--- config.mk ---
export PLATFORM = sky130hd
export DESIGN_NAME = uart_key_encoder_flat
export DESIGN_NICKNAME = d
export VERILOG_FILES = /design/src/rtl/key_proto_pkg.sv /design/src/rtl/uart_key_encoder_if.sv /design/src/rtl/key_rr_arbiter.sv /design/src/rtl/uart_key_encoder.sv /design/src/flat_wrapper.sv
export SDC_FILE = /design/constraint.sdc
export NUM_CORES = 1
export LEC_CHECK = 0
export CAP_MARGIN = 20
export CELL_PAD_IN_SITES_DETAIL_PLACEMENT = 1
export CELL_PAD_IN_SITES_GLOBAL_PLACEMENT = 1
export CORE_ASPECT_RATIO = 0.75
export CORE_MARGIN = 2
export CORE_UTILIZATION = 45
export CTS_BUF_LIST = sky130_fd_sc_hd__clkbuf_8
export DETAILED_ROUTE_END_ITERATION = 7
export PLACE_DENSITY = 0.8
export REMOVE_ABC_BUFFERS = 1
export SLEW_MARGIN = 20
export SYNTH_ARGS = -nofsm -noshare
export SYNTH_HDL_FRONTEND = slang
export SYNTH_SLANG_ARGS = --single-unit
--- constraint.sdc ---
create_clock -name clk -period 10.2 [get_ports clk]
set_input_delay 1.53 -clock clk [delete_from_list [all_inputs] [get_ports clk]]
set_output_delay 1.53 -clock clk [all_outputs]
set_load 0.05 [all_outputs]
--- src/rtl/key_proto_pkg.sv ---
// Key-command protocol constants shared by the encoder (TX) and decoder (RX) sides.
// One ASCII byte per key level change: lowercase = press, uppercase = release.
package key_proto_pkg;

  localparam int unsigned NUM_KEYS = 10;
  localparam int unsigned IDX_W    = 4;

  typedef logic [7:0]       byte_t;
  typedef logic [IDX_W-1:0] key_idx_t;

  localparam key_idx_t KeyP1Up    = 4'd0;
  localparam key_idx_t KeyP1Down  = 4'd1;
  localparam key_idx_t KeyP1Left  = 4'd2;
  localparam key_idx_t KeyP1Right = 4'd3;
  localparam key_idx_t KeyP1Fire  = 4'd4;
  localparam key_idx_t KeyP2Up    = 4'd5;
  localparam key_idx_t KeyP2Down  = 4'd6;
  localparam key_idx_t KeyP2Left  = 4'd7;
  localparam key_idx_t KeyP2Right = 4'd8;
  localparam key_idx_t KeyP2Fire  = 4'd9;

  //                                      w      s      a      d      j
  //                                      i      k      h      l      n
  localparam byte_t PRESS_CHAR [NUM_KEYS] = '{8'h77, 8'h73, 8'h61, 8'h64, 8'h6A,
                                              8'h69, 8'h6B, 8'h68, 8'h6C, 8'h6E};
  localparam byte_t RELEASE_CHAR [NUM_KEYS] = '{8'h57, 8'h53, 8'h41, 8'h44, 8'h4A,
                                                8'h49, 8'h4B, 8'h48, 8'h4C, 8'h4E};

  typedef enum logic [1:0] {
    StIdle,
    StLoad,
    StSend
  } enc_state_e;

  // Out-of-range indices map to 8'h00 so a corrupt index never emits a valid command.
  function automatic byte_t key_char(input key_idx_t idx, input logic pressed);
    byte_t c;
    c = 8'h00;
    if (idx < 4'(NUM_KEYS)) begin
      c = pressed ? PRESS_CHAR[idx] : RELEASE_CHAR[idx];
    end
    return c;
  endfunction

endpackage

--- src/rtl/uart_key_encoder_if.sv ---
// Valid/ready byte stream between the key encoder and a UART transmitter.
interface uart_key_encoder_if;
  logic [7:0] tx_data;
  logic       tx_valid;
  logic       tx_ready;

  modport master (output tx_data, output tx_valid, input tx_ready);
  modport slave  (input tx_data, input tx_valid, output tx_ready);
endinterface

--- src/rtl/key_rr_arbiter.sv ---
// Combinational round-robin pick: first set bit of pending at or after rr_ptr, wrapping 9 -> 0.
module key_rr_arbiter
  import key_proto_pkg::*;
(
  input  logic [NUM_KEYS-1:0] pending,
  input  key_idx_t            rr_ptr,
  output key_idx_t            idx,
  output logic                any
);

  logic       found;
  logic [4:0] cand;

  always_comb begin
    idx   = '0;
    found = 1'b0;
    cand  = '0;
    for (int k = 0; k < NUM_KEYS; k++) begin
      cand = {1'b0, rr_ptr} + 5'(k);
      if (cand >= 5'(NUM_KEYS)) begin
        cand = cand - 5'(NUM_KEYS);
      end
      if (!found && pending[cand[3:0]]) begin
        found = 1'b1;
        idx   = cand[3:0];
      end
    end
  end

  assign any = |pending;

endmodule

--- src/rtl/uart_key_encoder.sv ---
// Samples ten key levels and streams one ASCII byte per level change (press/release),
// plus a periodic full-state re-announce, over a valid/ready byte interface.
module uart_key_encoder
  import key_proto_pkg::*;
#(
  parameter int unsigned REFRESH_CYCLES = 50_000_000
) (
  input  logic                clk,
  input  logic                rst,
  input  logic [NUM_KEYS-1:0] key_level,
  uart_key_encoder_if.master  tx
);

  localparam logic        RefreshEn   = (REFRESH_CYCLES != 0);
  localparam logic [31:0] RefreshLast = 32'(REFRESH_CYCLES) - 32'd1;

  enc_state_e state_q, state_d;

  logic [NUM_KEYS-1:0] meta_q, lvl_q;
  logic [NUM_KEYS-1:0] sent_state_q, sent_state_d;
  logic [NUM_KEYS-1:0] refresh_mask_q, refresh_mask_d;
  key_idx_t            rr_ptr_q, rr_ptr_d;
  key_idx_t            idx_q, idx_d;
  logic                snd_lvl_q, snd_lvl_d;
  byte_t               data_q, data_d;
  logic                valid_q, valid_d;
  logic [31:0]         cnt_q, cnt_d;

  logic [NUM_KEYS-1:0] pending;
  key_idx_t            arb_idx;
  logic                arb_any;
  logic                wrap;

  assign pending = (lvl_q ^ sent_state_q) | refresh_mask_q;

  key_rr_arbiter u_arb (
    .pending (pending),
    .rr_ptr  (rr_ptr_q),
    .idx     (arb_idx),
    .any     (arb_any)
  );

  always_comb begin
    wrap  = RefreshEn && (cnt_q == RefreshLast);
    cnt_d = '0;
    if (RefreshEn && !wrap) begin
      cnt_d = cnt_q + 32'd1;
    end
  end

  // IDLE latches the pick, LOAD registers the byte, SEND holds it until accepted.
  always_comb begin
    state_d        = state_q;
    idx_d          = idx_q;
    snd_lvl_d      = snd_lvl_q;
    data_d         = data_q;
    valid_d        = valid_q;
    sent_state_d   = sent_state_q;
    refresh_mask_d = refresh_mask_q;
    rr_ptr_d       = rr_ptr_q;

    unique case (state_q)
      StIdle: begin
        if (arb_any) begin
          idx_d     = arb_idx;
          snd_lvl_d = lvl_q[arb_idx];
          state_d   = StLoad;
        end
      end
      StLoad: begin
        data_d  = key_char(idx_q, snd_lvl_q);
        valid_d = 1'b1;
        state_d = StSend;
      end
      StSend: begin
        if (tx.tx_ready) begin
          sent_state_d[idx_q]   = snd_lvl_q;
          refresh_mask_d[idx_q] = 1'b0;
          rr_ptr_d              = (idx_q == 4'(NUM_KEYS - 1)) ? 4'd0 : idx_q + 4'd1;
          valid_d               = 1'b0;
          state_d               = StIdle;
        end
      end
      default: state_d = StIdle;
    endcase

    // A refresh set overrides a handshake clear in the same cycle.
    if (wrap) begin
      refresh_mask_d = '1;
    end
  end

  always_ff @(posedge clk) begin
    if (rst) begin
      state_q        <= StIdle;
      meta_q         <= '0;
      lvl_q          <= '0;
      sent_state_q   <= '0;
      refresh_mask_q <= '0;
      rr_ptr_q       <= '0;
      idx_q          <= '0;
      snd_lvl_q      <= 1'b0;
      data_q         <= 8'h00;
      valid_q        <= 1'b0;
      cnt_q          <= '0;
    end else begin
      state_q        <= state_d;
      meta_q         <= key_level;
      lvl_q          <= meta_q;
      sent_state_q   <= sent_state_d;
      refresh_mask_q <= refresh_mask_d;
      rr_ptr_q       <= rr_ptr_d;
      idx_q          <= idx_d;
      snd_lvl_q      <= snd_lvl_d;
      data_q         <= data_d;
      valid_q        <= valid_d;
      cnt_q          <= cnt_d;
    end
  end

  assign tx.tx_data  = data_q;
  assign tx.tx_valid = valid_q;

endmodule

--- src/flat_wrapper.sv ---
// flat-port wrapper written by rule: the top's interface ports become plain ports
module uart_key_encoder_flat import key_proto_pkg::*;
#(
  parameter int unsigned REFRESH_CYCLES = 50_000_000
)
  (clk, rst, key_level, tx_tx_data, tx_tx_valid, tx_tx_ready);
  uart_key_encoder_if tx_i ();
  input  logic clk;
  input  logic rst;
  input  logic [NUM_KEYS-1:0] key_level;
  output wire logic [$bits(tx_i.tx_data)-1:0] tx_tx_data;
  output wire logic [$bits(tx_i.tx_valid)-1:0] tx_tx_valid;
  input wire logic [$bits(tx_i.tx_ready)-1:0] tx_tx_ready;
  assign tx_tx_data = tx_i.tx_data;
  assign tx_tx_valid = tx_i.tx_valid;
  assign tx_i.tx_ready = tx_tx_ready;
  uart_key_encoder #(.REFRESH_CYCLES(REFRESH_CYCLES)) u_core (.clk(clk), .rst(rst), .key_level(key_level), .tx(tx_i));
endmodule
# Yosys cells after proc, flatten, opt, wreduce, memory -nomap -nowiden
# Memories as Yosys holds them, arrays and structs flattened.
# Cells that the tools add are included.
# totals
wordCells,169
out_inout_bits,9
input_bits,13
n_memories,2
mem_bits_rw,0
rom_bits,256
register_bits,92
latchBits,0
# mem_list
name,words,width,read_ports,rd_ports_with_merged_regs,wr,line_no,text
(name not given),16,8,1,0,0,key_proto_pkg.sv:40,c = pressed ? PRESS_CHAR[idx] : RELEASE_CHAR[idx];
(name not given),16,8,1,0,0,key_proto_pkg.sv:40,
# classes
shifts,0
muxes,69
bitwise,5
add_sub_neg,21
n_eq_ne,6
multipliers,0
n_lt_le_gt_ge,25
div_mod_pow,0
n_reduce_logical,30
# ops
cell,n
two-way mux 4 bit,21
< comparator 4 x 5 -> 1 bit (second input constant),12
two-way mux 8 bit,6
greater-or-equal comparator 5 x 4 -> 1 bit (second input constant),9
binary-select mux 1 bit (select 4 bit),11
subtractor 4 bit (second input constant),10
adder 32 x 1 -> 32 bit (second input constant),1
== test 32 x 26 -> 1 bit (second input constant),1
two-way mux 10 bit,3
two-way mux 1 bit,22
adder 4 x 3 -> 5 bit (second input constant),4
adder 4 x 2 -> 5 bit (second input constant),2
adder 4 x 4 -> 5 bit (second input constant),2
AND 10 bit,1
bitwise mux 10 bit,1
logical AND 1 bit,10
NOT 10 bit,1
bitwise OR 10 bit,1
AND reduction 2 bit,5
OR reduction 10 bit,1
XOR 10 bit,1
zero test 1 bit,9
case mux 2 bit (3 select lines),1
nonzero test 2 bit,3
other kinds (17),18

# Logic depth before layout (Yosys ltp)
# depth
depth_word,34
depth_mapped,21
mapped_depth_nobuf,18

# By module
# Synthesis repeated with hierarchy kept, for this count alone.
# hier_totals
cells_unflattened,803
hier_area_um2,6618.8
# by_module_without_submodules
module,cells_per_inst,area_each_um2,instances,seq_area_each_um2
uart_key_encoder,437,3916.3,1,1821.7
key_rr_arbiter,366,2702.6,1,0.0

# Worst setup path before layout
# OpenSTA, ideal clock, no wires.
# synth_path
path_type,register -> register
start,register u_core.rr_ptr_q[1]
end,register u_core.snd_lvl_q
t_required_ns,10.084
path_stages_with_launch,20
synth_period_minus_slack_ns,4.715
slack_ns,5.485
arrival_ns,4.599
path_buffers,2
setup_ns,0.116
cell_sequence,dfxtp_1 > clkbuf_1 > inv_1 > ha_1 > buf_2 > clkinv_1 > ha_1 > nor2b_1 > a21oi_1 > a2bb2oi_2 > a21oi_1 > o32ai_1 > nor4_4 > o211ai_1 > a22oi_1 > a2111oi_1 > a311oi_2 > mux2i_1 > or3_1 > a41o_1
# synth_via
elab_chain_cells,34
word_cells_on_any_way,98
cone_classes,add/sub: 19; order compare: 10; mux: 51; reduce/logical: 18
# synth_rtl
element,line_no,text
"start, declared",uart_key_encoder.sv:22,"key_idx_t rr_ptr_q, rr_ptr_d;"
"start signal, assigned",uart_key_encoder.sv:112,rr_ptr_q <= rr_ptr_d;
branches (longest 31 deep; another with adder 4 x 1 -> 5 bit),n/a,
two-way mux 4 bit *,key_rr_arbiter.sv:23,if (!found && pending[cand[3:0]]) begin
binary-select mux 1 bit (select 4 bit) *,uart_key_encoder.sv:66,snd_lvl_d = lvl_q[arb_idx];
two-way mux 1 bit (not written as such) *,uart_key_encoder.sv:66,
"end signal, assigned",uart_key_encoder.sv:114,snd_lvl_q <= snd_lvl_d;
"end, declared",uart_key_encoder.sv:24,"logic snd_lvl_q, snd_lvl_d;"
# Mark *: on every way between the ends. The select of a mux whose other input is x is not followed.
# A chain may end at the register's enable or synchronous reset.

# Worst setup path in the final report
# layout_path
start,register u_core.rr_ptr_q[0]
end,register u_core.snd_lvl_q
# The elaborated chain is that of the path after synthesis.

==> results_tabular.tex <==
\begin{tabular}{lr}
\hline
Metric & Value \\
\hline
\multicolumn{2}{l}{\textbf{Status}} \\
\quad Run status & complete, no violations \\
\multicolumn{2}{l}{\textbf{Logic synthesis}} \\
\quad Library cell with the largest summed area after synthesis & sky130\_fd\_sc\_hd\_\_dfxtp\_1 \\
\quad Unique cell type count in the Yosys netlist & 92 \\
\quad Top flip-flop cell by instance count after synthesis & sky130\_fd\_sc\_hd\_\_dfxtp\_1 \\
\quad Syn Std Cell Area & 6480 µm² \\
\quad Most common cell in the synthesized netlist & sky130\_fd\_sc\_hd\_\_nor2\_1 \\
\quad Number of warning messages in the yosys log & 0 \\
\quad Share of synthesized registers carrying an async set or reset & 0\% \\
\quad Count of flip-flops with a built-in enable after synthesis & 0 \\
\quad Number of register bits inferred by synthesis & 91 \\
\quad Area share of the leading cell type in the synthesized netlist & 28.1\% \\
\quad Cell count after synthesis & 822 \\
\quad Ranking of synthesized cells by instance count & sky130\_fd\_sc\_hd\_\_nor2\_1 (92), sky130\_fd\_sc\_hd\_\_dfxtp\_1 (91), sky130\_fd\_sc\_hd\_\_nand2\_1 (73) \\
\quad Sequential fraction of the synthesis area & 28.1\% \\
\quad Leading post-synthesis cells by cell area & sky130\_fd\_sc\_hd\_\_dfxtp\_1 (28\%), sky130\_fd\_sc\_hd\_\_nor2\_1 (5.3\%), sky130\_fd\_sc\_hd\_\_a21oi\_1 (5.2\%) \\
\quad Post-synthesis area per instance & 7.89 µm² \\
\multicolumn{2}{l}{\textbf{Timing}} \\
\quad Slew at the pin closest to its max-slew limit & 1.11 ns \\
\quad Final setup violation count & 0 \\
\quad Final cycle utilization of the critical path & 54.9\% \\
\quad Final worst-path setup slack & 4.61 ns \\
\quad Max Freq & 179 MHz \\
\quad Rel. slew slack & 25.3\% \\
\quad Unrepaired setup endpoints after global routing & no \\
\quad Post-route minimum period & 5.59 ns \\
\quad Setup clock skew after layout & 0.0125 ns \\
\quad Count of endpoints failing hold in the final timing report & 0 \\
\quad Final-layout setup total negative slack & 0 ns \\
\quad Pins Over Slew Limit & 0 \\
\multicolumn{2}{l}{\textbf{Worst hold path}} \\
\quad Instance count along the most critical hold path & 1 \\
\quad Type of the most critical hold path & register to register \\
\multicolumn{2}{l}{\textbf{Routing}} \\
\quad Length of the first detailed-routing pass in iterations & 5 \\
\quad Via-to-Cell Ratio & 6.10 \\
\quad Met1 Wirelength & 10.2 mm \\
\quad Met2 routed WL & 8.88 mm \\
\quad DRT antenna net count & 0 \\
\quad Top layer used by detailed routing & met4 \\
\quad Via count & 6,111 \\
\quad Remaining DRCs & 0 \\
\quad Detailed route wirelength on metal3 & 1.25 mm \\
\quad DR WL/cell & 20.6 µm \\
\quad Detailed-route wire length & 20.6 mm \\
\quad Initial DRC Count & 474 \\
\multicolumn{2}{l}{\textbf{Die}} \\
\quad Initial core utilization & 46.7\% \\
\quad Num rows & 37 \\
\quad Area of the core & 13,900 µm² \\
\quad Vertical die dimension & 108 µm \\
\quad Area enclosed by the die boundary & 15,400 µm² \\
\quad Ports placed on the boundary & 22 \\
\quad Overall die width & 143 µm \\
\multicolumn{2}{l}{\textbf{Pwr}} \\
\quad Relative contribution of sequential cells to total power & 42.4\% \\
\quad Switching Share & 37.7\% \\
\quad Proportion of power drawn by combinational gates & 34.0\% \\
\quad Net switching component of the power & 0.355 mW \\
\quad Cell Int Power & 0.585 mW \\
\quad Pwr per Cell Area & 135 nW/µm² \\
\quad Maximum VDD drop & 0.0615 mV \\
\quad Leakage & 2.72 nW \\
\quad Part of the total power dissipated in the clock network & 23.6\% \\
\multicolumn{2}{l}{\textbf{Clock network}} \\
\quad H-tree lvl count & 3 \\
\quad Clock Latency Late Sink & 0.37 ns \\
\quad Clock transition at the registers of the reported paths & 0.09 ns \\
\quad Deepest clock path buffer count & 2 \\
\quad TritonCTS clock tree & yes \\
\quad Inserted Clock Buffers & 9 \\
\quad Setup Fix Bufs, Post-CTS & 0 \\
\quad CTS Root Buffer Type & sky130\_fd\_sc\_hd\_\_clkbuf\_8 \\
\quad Number of cells upsized or downsized after cts & 0 \\
\quad Clock Sink Count & 91 \\
\quad Cts hold-fix bufs & 0 \\
\multicolumn{2}{l}{\textbf{Layout}} \\
\quad Area of all placed cells without fillers & 6940 µm² \\
\quad \# diodes & 0 \\
\quad Core utilization of the finished layout & 50.0\% \\
\quad Layout Nets & 862 \\
\quad Multi-input combinational cell area & 4390 µm² \\
\quad Count of fill cells added during filler insertion & 1,711 \\
\quad Area growth from synthesis to layout & 7.10\% \\
\quad Ratio of cells with drive above 1 in the final layout & 7.75\% \\
\quad Flip-flop and latch area & 1820 µm² \\
\multicolumn{2}{l}{\textbf{Global routing}} \\
\quad Global-route wire length before repair & 33.0 mm \\
\quad GRT Resource Usage Total & 27.5\% \\
\quad Number of global-route vias before repair & 6,098 \\
\quad Gr ovfl total & 0 \\
\quad Maximum number of pins on one net before global-route repair & 62 \\
\quad Antenna violations before repair & 1 \\
\multicolumn{2}{l}{\textbf{Critical path}} \\
\quad Number of cells on the critical path & 18 \\
\quad Setup crit end kind & register \\
\quad Kind of critical path & register to register \\
\quad Buffers plus inverters on the worst setup path & 3 \\
\quad Arrival time of the worst setup path & 5.85 ns \\
\quad Highest fanout seen on the critical path & 40 \\
\quad Crit path launch type & register \\
\quad Worst path top cell family by delay & compound AO/OA/AOI/OAI gates \\
\quad Register-to-Register Path Depth & 18 \\
\quad Slowest CP cell & sky130\_fd\_sc\_hd\_\_ha\_1 \\
\quad Highest cell delay on the worst timing path & 0.64 ns \\
\quad Critical Path, Cell by Cell & buf\_4 > inv\_2 > ha\_1 > clkinv\_1 > ha\_1 > nor2b\_1 > a21oi\_1 > a2bb2oi\_2 > nand2\_1 > a211oi\_1 > nor4\_4 > o211ai\_1 > a22oi\_1 > a2111oi\_1 > a311oi\_2 > mux2i\_1 > or3\_1 > a41o\_1 \\
\quad Required arrival time at the worst endpoint & 10.46 ns \\
\quad Most frequent CP cell & sky130\_fd\_sc\_hd\_\_ha\_1 \\
\multicolumn{2}{l}{\textbf{Placed design}} \\
\quad Detail Placement HPWL & 16.0 mm \\
\quad Pre-CTS setup slack & 4.72 ns \\
\quad Routability Congestion & 0.940 \\
\quad Count of buffers inserted at the top-level ports & 20 \\
\quad Area after detailed placement & 6770 µm² \\
\multicolumn{2}{l}{\textbf{Job}} \\
\quad Number of max-cap violations & 0 \\
\hline
\end{tabular}
## routing by layer
layer	up-vias	track usage, %
met1	2980	40.4
met3	31	4.92
met5	-	0
met4	0	5.02
li1	2930	-
met2	170	42.5
## sequential cells by signal, indices dropped and copies added, names as in the netlist
name / cells
u_core.snd_lvl_q: 1
u_core.lvl_q: 10
u_core.tx.tx_data: 7
u_core.state_q: 2
u_core.rr_ptr_q: 4
u_core.tx.tx_valid: 1
u_core.idx_q: 4
u_core.refresh_mask_q: 10
u_core.sent_state_q: 10
u_core.meta_q: 10
u_core.cnt_q: 32
## final timing paths
path	from	to	slack, ns
worst min register to register	u_core.meta_q[4]	u_core.lvl_q[4]	0.45
worst max register to register	u_core.rr_ptr_q[0]	u_core.snd_lvl_q	4.61
worst max-delay path	u_core.rr_ptr_q[0]	u_core.snd_lvl_q	4.61
worst min-delay path	u_core.meta_q[4]	u_core.lvl_q[4]	0.45
## layout make-up
cell class / instances / area share [%]
multi-input cells: 665 / 63.2
inverters: 29 / 1.57
clock buffers: 10 / 1.98
clock inverters: 5 / 0.450
repair buffers: 26 / 3.46
well taps: 175 / 3.15
flip-flops and latches: 91 / 26.2
## placed cells by master (no fill, tap or decap), types with 16 or more instances in the layout
cell	instances
sky130_fd_sc_hd__ha_1	26
sky130_fd_sc_hd__nor2b_1	30
sky130_fd_sc_hd__xnor2_1	22
sky130_fd_sc_hd__nand2_1	73
sky130_fd_sc_hd__o21ai_0	25
sky130_fd_sc_hd__clkdlybuf4s50_1	19
sky130_fd_sc_hd__mux2i_1	24
sky130_fd_sc_hd__nand3_1	37
sky130_fd_sc_hd__xor2_1	26
sky130_fd_sc_hd__dfxtp_1	91
sky130_fd_sc_hd__nand2b_1	16
sky130_fd_sc_hd__inv_1	26
sky130_fd_sc_hd__nor2_1	92
sky130_fd_sc_hd__a21oi_1	68
sky130_fd_sc_hd__nor3_1	21
## cell families (layout without fill, tap and decap cells)
logic type               Yosys count  after routing  synth area share, %
AO/OA/AOI/OAI                    203            203                 21.6
XOR/XNOR                          50             50                 6.99
adder cells (fa/ha/maj)           27             27                 5.33
buffers and inverters             66             70                 4.30
flip-flops                        91             91                 28.1
multiplexers                      33             33                 5.44
other                              1              1               0.0578
AND/OR/NAND/NOR                  351            351                 28.2
## power groups by stage
| stage | Combinational, mW | Sequential [mW] | Clock [mW] |
|---|---|---|---|
| floorplan | 0.206 | 0.416 | 0 |
| global placement | 0.305 | 0.405 | 0 |
| detailed placement | 0.312 | 0.406 | 0 |
| CTS | 0.315 | 0.398 | 0.227 |
| global route | 0.348 | 0.401 | 0.241 |
| finish | 0.320 | 0.398 | 0.221 |
## per-stage QoR
step           cells  power [mW]  hold slack [ns]
4_1_cts         1001       0.939            0.452
2_1_floorplan    785       0.622            0.414
3_3_place_gp     986       0.710            0.416
5_1_grt         1001       0.989            0.460
3_5_place_dp     986       0.719            0.430
6_report        1001       0.940            0.445
No activity file was read; power rests on OpenSTA's default activity.
